==> src/rtl/fp_addsub_pipe.sv <==
// fp_addsub_pipe: 3-stage pipelined floating-point add/subtract on {sign, exp, mant} words.
// Define FP_ROUND_NEAREST_EN for round-to-nearest-even; the default build truncates.
module fp_addsub_pipe #(
  parameter int EXP_W  = 3,
  parameter int MANT_W = 4
) (
  input  logic                  clk,
  input  logic                  rst,
  input  logic                  in_valid,
  output logic                  in_ready,
  input  logic                  funct,
  input  logic [EXP_W+MANT_W:0] a,
  input  logic [EXP_W+MANT_W:0] b,
  output logic                  out_valid,
  input  logic                  out_ready,
  output logic [EXP_W+MANT_W:0] y,
  output logic                  flag_zero,
  output logic                  flag_ovf,
  output logic                  flag_unf
);
  localparam int W   = 1 + EXP_W + MANT_W;
  localparam int XW  = EXP_W + $clog2(MANT_W + 4) + 2;
  localparam int LZW = $clog2(MANT_W + 5);
  localparam logic signed [XW-1:0] EXP_MAX  = XW'((1 << EXP_W) - 1);
  localparam logic signed [XW-1:0] EXP_ONE  = XW'(1);
  localparam logic signed [XW-1:0] EXP_ZERO = '0;

  logic advance;
  logic s1Valid_q, s2Valid_q, s3Valid_q;

  assign advance   = !s3Valid_q || out_ready;
  assign in_ready  = advance;
  assign out_valid = s3Valid_q;

  // Stage 1: order operands by magnitude and align the smaller one with G/R/sticky.
  logic                     bSignEff, aZero, bZero, swap, lZero, sZero;
  logic [EXP_W+MANT_W-1:0]  magA, magB;
  logic [EXP_W-1:0]         sExp, shAmt;
  logic [MANT_W-1:0]        lMant, sMant;
  logic [MANT_W:0]          sSig;
  logic [MANT_W+2:0]        sExt, sShifted, lowMask;
  logic                     sticky;
  logic                     s1Sign_d, s1Sub_d;
  logic [EXP_W-1:0]         s1Exp_d;
  logic [MANT_W:0]          s1LSig_d;
  logic [MANT_W+3:0]        s1SSig_d;

  always_comb begin
    bSignEff = b[W-1] ^ funct;
    aZero    = (a[W-2:MANT_W] == '0);
    bZero    = (b[W-2:MANT_W] == '0);
    magA     = aZero ? '0 : a[W-2:0];
    magB     = bZero ? '0 : b[W-2:0];
    swap     = (magB > magA);
    s1Sign_d = swap ? bSignEff : a[W-1];
    s1Sub_d  = a[W-1] ^ bSignEff;
    s1Exp_d  = swap ? b[W-2:MANT_W] : a[W-2:MANT_W];
    sExp     = swap ? a[W-2:MANT_W] : b[W-2:MANT_W];
    lMant    = swap ? b[MANT_W-1:0] : a[MANT_W-1:0];
    sMant    = swap ? a[MANT_W-1:0] : b[MANT_W-1:0];
    lZero    = swap ? bZero : aZero;
    sZero    = swap ? aZero : bZero;
    s1LSig_d = lZero ? '0 : {1'b1, lMant};
    sSig     = sZero ? '0 : {1'b1, sMant};
    shAmt    = s1Exp_d - sExp;
    sExt     = {sSig, 2'b00};
    sShifted = '0;
    lowMask  = '0;
    sticky   = |sExt;
    if (int'(shAmt) < MANT_W + 3) begin
      lowMask  = ~({(MANT_W+3){1'b1}} << shAmt);
      sShifted = sExt >> shAmt;
      sticky   = |(sExt & lowMask);
    end
    s1SSig_d = {sShifted, sticky};
  end

  logic              s1Sign_q, s1Sub_q;
  logic [EXP_W-1:0]  s1Exp_q;
  logic [MANT_W:0]   s1LSig_q;
  logic [MANT_W+3:0] s1SSig_q;

  always_ff @(posedge clk or posedge rst) begin
    if (rst) begin
      s1Valid_q <= 1'b0;
      s1Sign_q  <= 1'b0;
      s1Sub_q   <= 1'b0;
      s1Exp_q   <= '0;
      s1LSig_q  <= '0;
      s1SSig_q  <= '0;
    end else if (advance) begin
      s1Valid_q <= in_valid;
      s1Sign_q  <= s1Sign_d;
      s1Sub_q   <= s1Sub_d;
      s1Exp_q   <= s1Exp_d;
      s1LSig_q  <= s1LSig_d;
      s1SSig_q  <= s1SSig_d;
    end
  end

  // Stage 2: L >= S in magnitude, so the difference never goes negative.
  logic [MANT_W+4:0] lFull, sFull, s2Sum_d;

  always_comb begin
    lFull   = {1'b0, s1LSig_q, 3'b000};
    sFull   = {1'b0, s1SSig_q};
    s2Sum_d = s1Sub_q ? (lFull - sFull) : (lFull + sFull);
  end

  logic              s2Sign_q;
  logic [EXP_W-1:0]  s2Exp_q;
  logic [MANT_W+4:0] s2Sum_q;

  always_ff @(posedge clk or posedge rst) begin
    if (rst) begin
      s2Valid_q <= 1'b0;
      s2Sign_q  <= 1'b0;
      s2Exp_q   <= '0;
      s2Sum_q   <= '0;
    end else if (advance) begin
      s2Valid_q <= s1Valid_q;
      s2Sign_q  <= s1Sign_q;
      s2Exp_q   <= s1Exp_q;
      s2Sum_q   <= s2Sum_d;
    end
  end

  // Stage 3: normalise, round, then saturate or flush on exponent range.
  logic [LZW-1:0]        lzc;
  logic [MANT_W+3:0]     norm;
  logic signed [XW-1:0]  expBase, expN, expR;
  logic [MANT_W-1:0]     mantOut;
  logic [W-1:0]          y_d;
  logic                  zero_d, ovf_d, unf_d;
`ifdef FP_ROUND_NEAREST_EN
  logic                  roundUp;
  logic [MANT_W+1:0]     rounded;
`endif

  always_comb begin
    lzc = '0;
    for (int i = 0; i <= MANT_W + 3; i++)
      if (s2Sum_q[i]) lzc = LZW'(MANT_W + 3 - i);
    expBase = $signed(XW'(s2Exp_q));
    if (s2Sum_q[MANT_W+4]) begin
      norm = {s2Sum_q[MANT_W+4:2], s2Sum_q[1] | s2Sum_q[0]};
      expN = expBase + EXP_ONE;
    end else begin
      norm = s2Sum_q[MANT_W+3:0] << lzc;
      expN = expBase - $signed(XW'(lzc));
    end
`ifdef FP_ROUND_NEAREST_EN
    roundUp = norm[2] & (norm[1] | norm[0] | norm[3]);
    rounded = {1'b0, norm[MANT_W+3:3]} + (MANT_W+2)'(roundUp);
    if (rounded[MANT_W+1]) begin
      mantOut = rounded[MANT_W:1];
      expR    = expN + EXP_ONE;
    end else begin
      mantOut = rounded[MANT_W-1:0];
      expR    = expN;
    end
`else
    mantOut = norm[MANT_W+2:3];
    expR    = expN;
`endif
    y_d    = '0;
    zero_d = 1'b0;
    ovf_d  = 1'b0;
    unf_d  = 1'b0;
    if (s2Sum_q == '0) begin
      zero_d = 1'b1;
    end else if (expR > EXP_MAX) begin
      y_d   = {s2Sign_q, {(W-1){1'b1}}};
      ovf_d = 1'b1;
    end else if (expR <= EXP_ZERO) begin
      zero_d = 1'b1;
      unf_d  = 1'b1;
    end else begin
      y_d = {s2Sign_q, expR[EXP_W-1:0], mantOut};
    end
  end

`ifndef FP_ROUND_NEAREST_EN
  logic unusedGrs;
  assign unusedGrs = ^norm[2:0];
`endif

  logic [W-1:0] y_q;
  logic         zero_q, ovf_q, unf_q;

  always_ff @(posedge clk or posedge rst) begin
    if (rst) begin
      s3Valid_q <= 1'b0;
      y_q       <= '0;
      zero_q    <= 1'b0;
      ovf_q     <= 1'b0;
      unf_q     <= 1'b0;
    end else if (advance) begin
      s3Valid_q <= s2Valid_q;
      y_q       <= y_d;
      zero_q    <= zero_d;
      ovf_q     <= ovf_d;
      unf_q     <= unf_d;
    end
  end

  assign y         = y_q;
  assign flag_zero = zero_q;
  assign flag_ovf  = ovf_q;
  assign flag_unf  = unf_q;

endmodule

==> config.mk <==
export PLATFORM = sky130hd
export DESIGN_NAME = fp_addsub_pipe
export DESIGN_NICKNAME = d
export VERILOG_FILES = /design/src/rtl/fp_addsub_pipe.sv
export SDC_FILE = /design/constraint.sdc
export NUM_CORES = 1
export LEC_CHECK = 0
export CORE_UTILIZATION = 36
export CTS_CLUSTER_DIAMETER = 100
export DETAILED_ROUTE_END_ITERATION = 6
export HOLD_SLACK_MARGIN = 0.05
export SYNTH_ARGS = -nofsm -noshare
export SYNTH_HDL_FRONTEND = slang
export SYNTH_SLANG_ARGS = --single-unit
==> constraint.sdc <==
create_clock -name clk -period 4.9 [get_ports clk]
set_input_delay 0.98 -clock clk [delete_from_list [all_inputs] [get_ports clk]]
set_output_delay 0.98 -clock clk [all_outputs]
set_load 0.005 [all_outputs]
==> qor.csv, run 1 <==
metric,value,unit
status,"complete, no violations",
top-count cell post-synth,nand2_1,
Vias/cell,5.40,
M3 GR Usage,1.56,%
Max clock buf depth,2,
Pwr Density,527,nW/um^2
Core ar.,8890,sq um
1st-pass router iterations,4,
start of the worst register-to-register path,s2Sum_q[0],
syn_nets,430,
GPL Wtd Cong,0.842,
post-synthesis sequential element count,45,
met1 Use GR,21.7,%
GR Overflow Total,0,
hold endpoint,s2Sign_q,
fraction of layout cells with a size suffix above 1,7.30,%
DR vias,2801,
CP required,5.09,ns
Crit. End Element,flip-flop,
Clk network pwr share,11.1,%
vias in the first global route,2697,
Max IR drop VDD,0.180,mV
dominant cell type by area after synthesis,dfrtp_1,
initial core utilization,37.9,%
WL final,7440,um
Synth Cell Area,3370,sq um
Iter 0 DRT Violations,112,
Clock Sinks,45,
Hold Startpoint,s2Sign_q,
Hold Crit Class,flip-flop to flip-flop,
Synth async-reset ratio,100,%
root buffer cell,clkbuf_8,
Residual DRC,0,
Ys Warns,0,
DRT antenna net count,0,
largest net degree at the start of global routing,59,
Worst Tran Pin Value,0.811,ns
total of max-cap violations,0,
TritonCTS Buffers,5,
leakage dissipation,1.75,nW
die span in x,98.7,um
synth cell count leaders,"nand2_1, dfrtp_1, inv_1",
Startpoint Class,input port,
CTS tree,built,
crit-path max FO,10,
initial antenna violation count,0,
post-synth cell types,61,
Hold Path Cell Cnt,2,
critical path type,input port to flip-flop,
post-synthesis cell count,383,
Setup-failing EPs final,0,
final core utilization,43.7,%
GR Util met2,26.2,%
final hold viol count,0,
gr busiest metal,met2,
Die Ht,98.7,um
Cells after DPL,511,
area fraction of the dominant cell type after synthesis,33.4,%
Area growth syn-to-layout,15.4,%
Setup Buffers After CTS,0,
Relative slew margins,45.6,%
nets@finish,457,
Sw Share,42.9,%
switching power,0.000879,W
Gate power share,54.8,%
Post-synth EDFFs,0,
DR WL/cell,14.3,um
Int Power,0.00117,W
total negative slack,0,ns
RSZ-0062 raised after global routing,false,
sequential fraction of the synthesis area,33.4,%
RR Endpoint,y[2],
num ports,34,
IO Port Bufs,33,
antenna cells,0,
area of the die,9750,sq um
clk_lat worst skew,0.29,ns
post-DP HPWL,5610,um
R2R Setup Slk,1.61,ns
Layout Skew,0.00788,ns
most common flop cell mapped by yosys,dfrtp_1,
"Period Utilization, post-route",90.2,%
H-tree depth,2,
Total GRT Usage,16.0,%
PostCTS Resize Cnt,0,
min cycle time layout,4.42,ns
first-pass GRT wire length,12700,um
R2R depth,14,
syn avg cell area,8.80,sq um
"Clk pin slew, worst setup/hold paths",0.09,ns
Max Slew Vio Count,0,
top post-synthesis cells by area,"dfrtp_1, ha_1, mux2i_1",
"Hold-fix buffers, CTS",0,
Seq pwr share,34.1,%
CP Data Arrival Time,4.61,ns
"Cell Count, Final, Fillers Out",519,
f_max,226,MHz
row count,34,
==> per-layer routing <==
metal	up-vias	part of all wire, %
met1	1314	48
met4	0	2.4
met5	-	0
met2	61	47
li1	1412	-
met3	14	2.9
==> power groups by stage <==
stage,Clock (W),Combinational [W],Sequential [W]
floorplan,0,0.000865,0.000637
global placement,0,0.00111,0.000702
detailed placement,0,0.00113,0.000706
CTS,0.000238,0.00113,0.000699
global route,0.000251,0.00128,0.000726
finish,0.000228,0.00112,0.000698
==> flip-flops by register name, indices dropped and copies added (netlist names) <==
signal,count
flag_zero,1
flag_unf,1
s2Valid_q,1
y,8
s1Exp_q,3
out_valid,1
s1Sub_q,1
s2Sign_q,1
flag_ovf,1
s1Sign_q,1
s1SSig_q,8
s2Sum_q,9
s1Valid_q,1
s2Exp_q,3
s1LSig_q,5
==> cell type report <==
class / instances / area (sq um)
clock inverters: 2 / 15.0
flip-flops and latches: 45 / 1130
well taps: 108 / 135
multi-input cells: 286 / 2040
repair buffers: 40 / 383
clock buffers: 6 / 72.6
inverters: 32 / 120
fillers: 889 / 5000
==> critical path, cell delays in order <==
cell	delay [ns]
clkdlybuf4s50_1	0.41
or3_1	0.50
nand2_1	0.14
inv_1	0.05
ha_1	0.31
nand3b_1	0.10
a21oi_2	0.24
o21ai_4	0.09
and3_1	0.18
a21oi_1	0.12
ha_1	0.22
nor4_1	0.06
a41o_1	0.24
a211oi_4	0.37
mux2_2	0.38
o31ai_1	0.21
==> per-stage QoR <==
stage | hold WS, ns | cell area, sq um | setup slack [ns] | total power [W]
after floorplan | 0.430 | 3370 | 0.421 | 0.00150
after global placement | 0.440 | 3800 | 0.274 | 0.00181
after detailed placement | 0.459 | 3800 | 0.170 | 0.00183
after CTS | 0.479 | 3890 | 0.493 | 0.00207
after global routing | 0.506 | 3890 | 0.191 | 0.00226
final | 0.474 | 3890 | 0.482 | 0.00205
==> how the worst max path moves through the flow <==
| stage | start | end | slack (ns) | depth (start not counted) |
|---|---|---|---|---|
| 2_1_floorplan | b[5] | s1SSig_q[2] | 0.42 | 18 |
| 3_3_place_gp | b[5] | s1SSig_q[2] | 0.27 | 16 |
| 3_5_place_dp | b[5] | s1SSig_q[3] | 0.17 | 16 |
| 4_1_cts | b[5] | s1SSig_q[3] | 0.49 | 16 |
| 5_1_grt | a[4] | s1SSig_q[3] | 0.19 | 16 |
| 6_report | b[5] | s1SSig_q[3] | 0.48 | 16 |
==> layout by cell type, fill, tap and decap left out, types with 8 or more instances in the layout <==
master and instances:
ha_1 23, clkdlybuf4s50_1 33, inv_1 30, o21ai_0 28
nand2_1 57, a21oi_1 22, nor2_1 20, dfrtp_1 45
xnor2_1 8, mux2i_1 24
==> cells by family (layout without fill, tap and decap cells) <==
| family | count (synthesis) | count (layout) | synth area share, % |
|---|---|---|---|
| simple gates | 113 | 113 | 15.9 |
| compound gates | 106 | 106 | 21.5 |
| buf+inv | 52 | 80 | 6.35 |
| flops | 45 | 45 | 33.4 |
| mux | 31 | 31 | 9.91 |
| fa+ha+maj | 26 | 26 | 10.3 |
| xor+xnor | 10 | 10 | 2.60 |
Note: power is estimated with default switching activity, not from simulation.
==> run 2, diff against run 1 <==
--- a/config.mk
+++ b/config.mk
@@ -12,3 +12,4 @@
 export SYNTH_ARGS = -nofsm -noshare
 export SYNTH_HDL_FRONTEND = slang
 export SYNTH_SLANG_ARGS = --single-unit
+export TNS_END_PERCENT = 50
==> results of run 2 <==
No change in the layout: final DEF, timing and power equal those of run 1.
